==> config.mk <==
export PLATFORM = sky130hd
export DESIGN_NAME = wormhole_sw_arbiter_flat
export DESIGN_NICKNAME = d
export VERILOG_FILES = /design/src/rtl/noc_pkg.sv /design/src/rtl/wormhole_sw_arbiter_if.sv /design/src/rtl/rr_pick5.sv /design/src/rtl/wormhole_sw_arbiter.sv /design/src/flat_wrapper.sv
export SDC_FILE = /design/constraint.sdc
export NUM_CORES = 1
export LEC_CHECK = 0
export BUFFER_PORTS_ARGS = -buffer_cell sky130_fd_sc_hd__buf_4
export CORE_MARGIN = 3
export CORE_UTILIZATION = 45
export CTS_CLUSTER_SIZE = 30
export DETAILED_ROUTE_END_ITERATION = 6
export GPL_TIMING_DRIVEN = 0
export PLACE_DENSITY = 0.75
export SLEW_MARGIN = 10
export SYNTH_ARGS = -nofsm -noshare
export SYNTH_HDL_FRONTEND = slang
export SYNTH_SLANG_ARGS = --single-unit
==> constraint.sdc <==
create_clock -name clk -period 6.69 [get_ports clk]
set_clock_uncertainty 0.05 [all_clocks]
set_input_delay 0.669 -clock clk [delete_from_list [all_inputs] [get_ports clk]]
set_output_delay 0.669 -clock clk [all_outputs]
set_load 0.01 [all_outputs]
==> src/rtl/noc_pkg.sv <==
// Shared NoC constants: flit width, port count, flit type encoding, port indices.
package noc_pkg;

    localparam int FLIT_W    = 8;
    localparam int NUM_PORTS = 5;

    localparam logic [1:0] FLIT_IDLE = 2'b00;
    localparam logic [1:0] FLIT_HEAD = 2'b01;
    localparam logic [1:0] FLIT_BODY = 2'b10;
    localparam logic [1:0] FLIT_TAIL = 2'b11;

    localparam logic [2:0] PORT_N = 3'd0;
    localparam logic [2:0] PORT_E = 3'd1;
    localparam logic [2:0] PORT_S = 3'd2;
    localparam logic [2:0] PORT_W = 3'd3;
    localparam logic [2:0] PORT_L = 3'd4;

    typedef enum logic {
        ST_IDLE   = 1'b0,
        ST_LOCKED = 1'b1
    } arb_state_e;

    function automatic logic [1:0] flit_type(input logic [FLIT_W-1:0] flit);
        return flit[FLIT_W-1 -: 2];
    endfunction

endpackage

==> src/rtl/wormhole_sw_arbiter_if.sv <==
// Handshake bundle between one output's switch allocator and its crossbar/input buffers.
interface wormhole_sw_arbiter_if;
    import noc_pkg::*;

    logic [NUM_PORTS-1:0] req;
    logic [FLIT_W-1:0]    mux_flit;
    logic                 out_ready;
    logic [NUM_PORTS-1:0] grant;
    logic [NUM_PORTS-1:0] read_en;
    logic                 out_valid;
    logic                 locked;
    logic                 proto_err;

    modport slave (
        input  req, mux_flit, out_ready,
        output grant, read_en, out_valid, locked, proto_err
    );

    modport master (
        output req, mux_flit, out_ready,
        input  grant, read_en, out_valid, locked, proto_err
    );

endinterface

==> src/rtl/rr_pick5.sv <==
// Rotating-priority picker over five requesters; the port after last_winner_i is served first.
module rr_pick5 (
    input  logic [4:0] req_i,
    input  logic [2:0] last_winner_i,
    output logic [4:0] pick_o,
    output logic [2:0] idx_o
);

    logic       found;
    logic [2:0] p;

    always_comb begin
        pick_o = '0;
        idx_o  = '0;
        found  = 1'b0;
        p      = '0;
        for (int k = 1; k <= 5; k++) begin
            p = 3'((int'(last_winner_i) + k) % 5);
            if (!found && req_i[p]) begin
                found     = 1'b1;
                pick_o[p] = 1'b1;
                idx_o     = p;
            end
        end
    end

endmodule

==> src/rtl/wormhole_sw_arbiter.sv <==
// Per-output switch allocator: round-robin grant locked from head to tail of a wormhole
// packet, with buffer pop strobes and a framing check on the muxed flit.
module wormhole_sw_arbiter
    import noc_pkg::*;
(
    input  logic                 clk,
    input  logic                 rst,
    wormhole_sw_arbiter_if.slave bus
);

    arb_state_e           state_q, state_d;
    logic [NUM_PORTS-1:0] grant_q, grant_d;
    logic [2:0]           last_q, last_d;
    logic [2:0]           owner_q, owner_d;
    logic                 first_q, first_d;
    logic                 perr_q, perr_d;

    logic [NUM_PORTS-1:0] pick;
    logic [2:0]           pick_idx;
    logic [1:0]           ftype;
    logic                 fire;

    rr_pick5 u_pick (
        .req_i         (bus.req),
        .last_winner_i (last_q),
        .pick_o        (pick),
        .idx_o         (pick_idx)
    );

    assign ftype = flit_type(bus.mux_flit);
    assign fire  = (state_q == ST_LOCKED) && bus.out_ready
                   && (|(bus.req & grant_q)) && (ftype != FLIT_IDLE);

    always_comb begin
        state_d = state_q;
        grant_d = grant_q;
        last_d  = last_q;
        owner_d = owner_q;
        first_d = first_q;
        perr_d  = 1'b0;
        unique case (state_q)
            ST_IDLE: begin
                if (|bus.req) begin
                    state_d = ST_LOCKED;
                    grant_d = pick;
                    owner_d = pick_idx;
                    first_d = 1'b1;
                end
            end
            ST_LOCKED: begin
                if (fire) begin
                    // Framing errors are flagged but never break the lock.
                    perr_d  = (first_q && ftype != FLIT_HEAD) || (!first_q && ftype == FLIT_HEAD);
                    first_d = 1'b0;
                    if (ftype == FLIT_TAIL) begin
                        state_d = ST_IDLE;
                        grant_d = '0;
                        last_d  = owner_q;
                        first_d = 1'b1;
                    end
                end
            end
            default: state_d = ST_IDLE;
        endcase
    end

    always_ff @(posedge clk or posedge rst) begin
        if (rst) begin
            state_q <= ST_IDLE;
            grant_q <= '0;
            last_q  <= PORT_L;
            owner_q <= PORT_N;
            first_q <= 1'b1;
            perr_q  <= 1'b0;
        end else begin
            state_q <= state_d;
            grant_q <= grant_d;
            last_q  <= last_d;
            owner_q <= owner_d;
            first_q <= first_d;
            perr_q  <= perr_d;
        end
    end

    assign bus.grant     = grant_q;
    assign bus.read_en   = fire ? grant_q : '0;
    assign bus.out_valid = fire;
    assign bus.locked    = (state_q == ST_LOCKED);
    assign bus.proto_err = perr_q;

endmodule

==> src/flat_wrapper.sv <==
// flat-port wrapper written by rule: the top's interface ports become plain ports
module wormhole_sw_arbiter_flat import noc_pkg::*;
  (clk, rst, bus_req, bus_mux_flit, bus_out_ready, bus_grant, bus_read_en, bus_out_valid, bus_locked, bus_proto_err);
  wormhole_sw_arbiter_if bus_i ();
  input  logic clk;
  input  logic rst;
  input wire logic [$bits(bus_i.req)-1:0] bus_req;
  input wire logic [$bits(bus_i.mux_flit)-1:0] bus_mux_flit;
  input wire logic [$bits(bus_i.out_ready)-1:0] bus_out_ready;
  output wire logic [$bits(bus_i.grant)-1:0] bus_grant;
  output wire logic [$bits(bus_i.read_en)-1:0] bus_read_en;
  output wire logic [$bits(bus_i.out_valid)-1:0] bus_out_valid;
  output wire logic [$bits(bus_i.locked)-1:0] bus_locked;
  output wire logic [$bits(bus_i.proto_err)-1:0] bus_proto_err;
  assign bus_i.req = bus_req;
  assign bus_i.mux_flit = bus_mux_flit;
  assign bus_i.out_ready = bus_out_ready;
  assign bus_grant = bus_i.grant;
  assign bus_read_en = bus_i.read_en;
  assign bus_out_valid = bus_i.out_valid;
  assign bus_locked = bus_i.locked;
  assign bus_proto_err = bus_i.proto_err;
  wormhole_sw_arbiter u_core (.clk(clk), .rst(rst), .bus(bus_i));
endmodule
==> out/metrics.yaml <==
mostFrequentLayoutCells: "ha_1, nor2_1, inv_1"
postCtsSetupRepairBufs: 0
arrival_ns: 6.29
min_period_over_period_pct: 93.0
synth_area_per_cell_um2: 7.98
die_h_um: 83.1
antenna_found_initial: 0
clk-insertion-delay-late_ns: 0.25
cts_max_level: 1
path_class: "flop to flop"
cp_cell_sequence: "buf_2 -> clkbuf_1 -> clkbuf_2 -> inv_1 -> ha_1 -> buf_4 -> inv_1 -> ha_1 -> or3b_2 -> o22ai_1 -> or2_1 -> ha_1 -> o2bb2ai_1 -> o21ai_2 -> mux2i_1 -> a221oi_1 -> a21o_1 -> a21o_1 -> a2111oi_0 -> a21oi_1"
wirelength_mm: 7.15
cp_top_family: "compound AO/OA/AOI/OAI gates"
ys_warn_count: 0
clk_pin_slew_ns: 0.06
gp_congestion: 0.901
grt_pass1_vias: 2545
cts_hold_buf: 0
ys_seq_area_share_pct: 13.2
drt-pass1-iter-count: 5
syn_area_um2: 2670
fillers: 539
worstPathRequired_ns: 6.76
r2r-start: "u_core.last_q[0]"
drc: 0
crit_cells: 20
synth_ff_type: "dfrtp_1"
ys_types: 79
status: "completed"
final_nets: 401
grt-ovfl-total: 0
max_freq_mhz: 161
via_per_inst: 6.26
fin_tns_setup_ns: 0
relSlewSlack_pct: 59.1
yosysTopAreaCellShare_pct: 12.2
tightest_slew_ns: 0.609
holdCritPathClass: "input pin to asynchronous set/reset pin"
grt_max_degree: 15
yosysTopAreaCell: "ha_1"
cp_max_fo: 10
layout-drive-gt1-share_pct: 18.7
cts-root-buf: "clkbuf_8"
cp-start-kind: "flop"
dieWidth_um: 83.1
drt-initial-drc-count: 272
grt_util_all_layers_pct: 20.9
rows: 27
cts_tree: "done"
r2r_cells: 20
setup_viol: 0
ys_top_cells_by_area: "ha_1, dfrtp_1, mux2_2"
ios: 29
layout_commonest_cell: "ha_1"
place_hpwl_mm: 5.56
synthCells: 335
r2r_slack_ns: 0.47
end_kind: "flop"
drtAntennaViolNets: 0
synth_seq_cells: 14
area_growth_pct: 10.8
cap_violations: 0
diodes: 0
port-buffer-count: 19
vias: 2690
synth_fp_nets: 377
cts.sink_count: 14
crit_path_top_delay_cell: "a2111oi_0"
crit_buf_inv: 6
grt_setup_unrepaired: "no"
slew_viol_final: 0
final-hold-violation-count: 0
avgRoutedWirePerCell_um: 16.6
r2r-end: "u_core.bus.grant[1]"
clock_path_buffers: 2
min_period_ns: 6.22
cts-buffers-inserted: 3
synth-edff-count: 0
start_util_pct: 47.4
grt_pass1_wl_mm: 12.3
dieArea_um2: 6900
slowest_delay_ns: 0.53
crit_top_cell: "ha_1"
async_flop_share_pct: 100
core_area_um2: 5640
cell type report:
| cell class | instances | area [um^2] | area share (%) |
|---|---|---|---|
| timing repair buffer | 19 | 143 | 4.82 |
| multi-input combinational | 278 | 2150 | 72.5 |
| inverter | 24 | 90.1 | 3.04 |
| clock buffer | 4 | 55.1 | 1.86 |
| sequential | 14 | 353 | 11.9 |
| tap | 72 | 90.1 | 3.04 |
| buffer | 19 | 85.1 | 2.87 |
cell families (layout without fill, tap and decap cells):
group / count (synthesis) / count (layout) / share of synthesized area, %
xor+xnor: 12 / 12 / 4.78
fa+ha+maj: 28 / 28 / 12.9
simple gates: 118 / 118 / 27.2
mux: 20 / 20 / 8.38
compound gates: 100 / 100 / 27.0
buf+inv: 43 / 66 / 6.51
flops: 14 / 14 / 13.2
flip-flops by register name (all words and copies together) (netlist names):
| register | flops |
|---|---|
| u_core.last_q | 3 |
| u_core.bus.grant | 5 |
| u_core.owner_q | 3 |
| u_core.bus.locked | 1 |
| u_core.bus.proto_err | 1 |
| u_core.first_q | 1 |
timing repair:
action | in CTS | in global routing
hold endpoints to repair | 0 | 0
gates resized for setup | 0 | 2
setup endpoints to repair | 0 | 5
Yosys cell counts, types with 5 or more instances:
master,n
a211o_1,5
a21oi_1,17
a311oi_1,5
a31oi_1,9
and2_1,9
clkbuf_1,13
dfrtp_1,12
ha_1,26
inv_1,22
mux2_2,9
mux2i_1,10
nand2_1,17
nand2b_1,8
nand3_1,6
nor2_1,25
nor3_1,6
nor3b_1,5
o211ai_1,5
o21ai_0,10
xnor2_1,9
worst reg2reg max path, stage by stage (launching register included):
cell,delay (ns)
dfrtp_1,0.46
buf_2,0.29
clkbuf_1,0.45
clkbuf_2,0.35
inv_1,0.16
ha_1,0.45
buf_4,0.22
inv_1,0.14
ha_1,0.27
or3b_2,0.45
o22ai_1,0.20
or2_1,0.25
ha_1,0.19
o2bb2ai_1,0.07
o21ai_2,0.30
mux2i_1,0.48
a221oi_1,0.19
a21o_1,0.27
a21o_1,0.19
a2111oi_0,0.53
a21oi_1,0.14
how the worst max path moves through the flow:
stage | from | endpoint | slack, ns
final | u_core.last_q[0] | u_core.bus.grant[1] | 0.47
after global routing | u_core.last_q[0] | u_core.bus.grant[1] | 0.01
after CTS | u_core.last_q[0] | u_core.bus.grant[1] | 0.31
after detailed placement | u_core.last_q[0] | u_core.bus.grant[1] | 0.31
after global placement | u_core.last_q[0] | u_core.bus.grant[1] | 0.44
after floorplan | u_core.last_q[0] | u_core.bus.grant[1] | 1.58
metrics by stage:
| step | cells | worst slack [ns] | instance area, um^2 | hold WS, ns | utilization (%) |
|---|---|---|---|---|---|
| 2_1_floorplan | 335 | 1.58 | 2670 | 0.412 | - |
| 3_3_place_gp | 426 | 0.440 | 2910 | 0.437 | 51.5 |
| 3_5_place_dp | 426 | 0.315 | 2910 | 0.454 | 51.5 |
| 4_1_cts | 430 | 0.307 | 2960 | 0.431 | 52.5 |
| 5_1_grt | 430 | 0.0104 | 2960 | 0.472 | 52.5 |
| 6_report | 430 | 0.469 | 2960 | 0.419 | 52.5 |
metal layers:
layer | share of wire (%) | GRT usage [%] | up-vias
met3 | 4.0 | 2.38 | 11
met5 | 0 | 0 | -
li1 | - | - | 1300
met4 | 1.4 | 3.86 | 0
met2 | 48 | 35.4 | 77
met1 | 47 | 28.9 | 1302
Power is not shown: default switching activity piles up to over one toggle a cycle in this logic, so the estimate is an artifact.
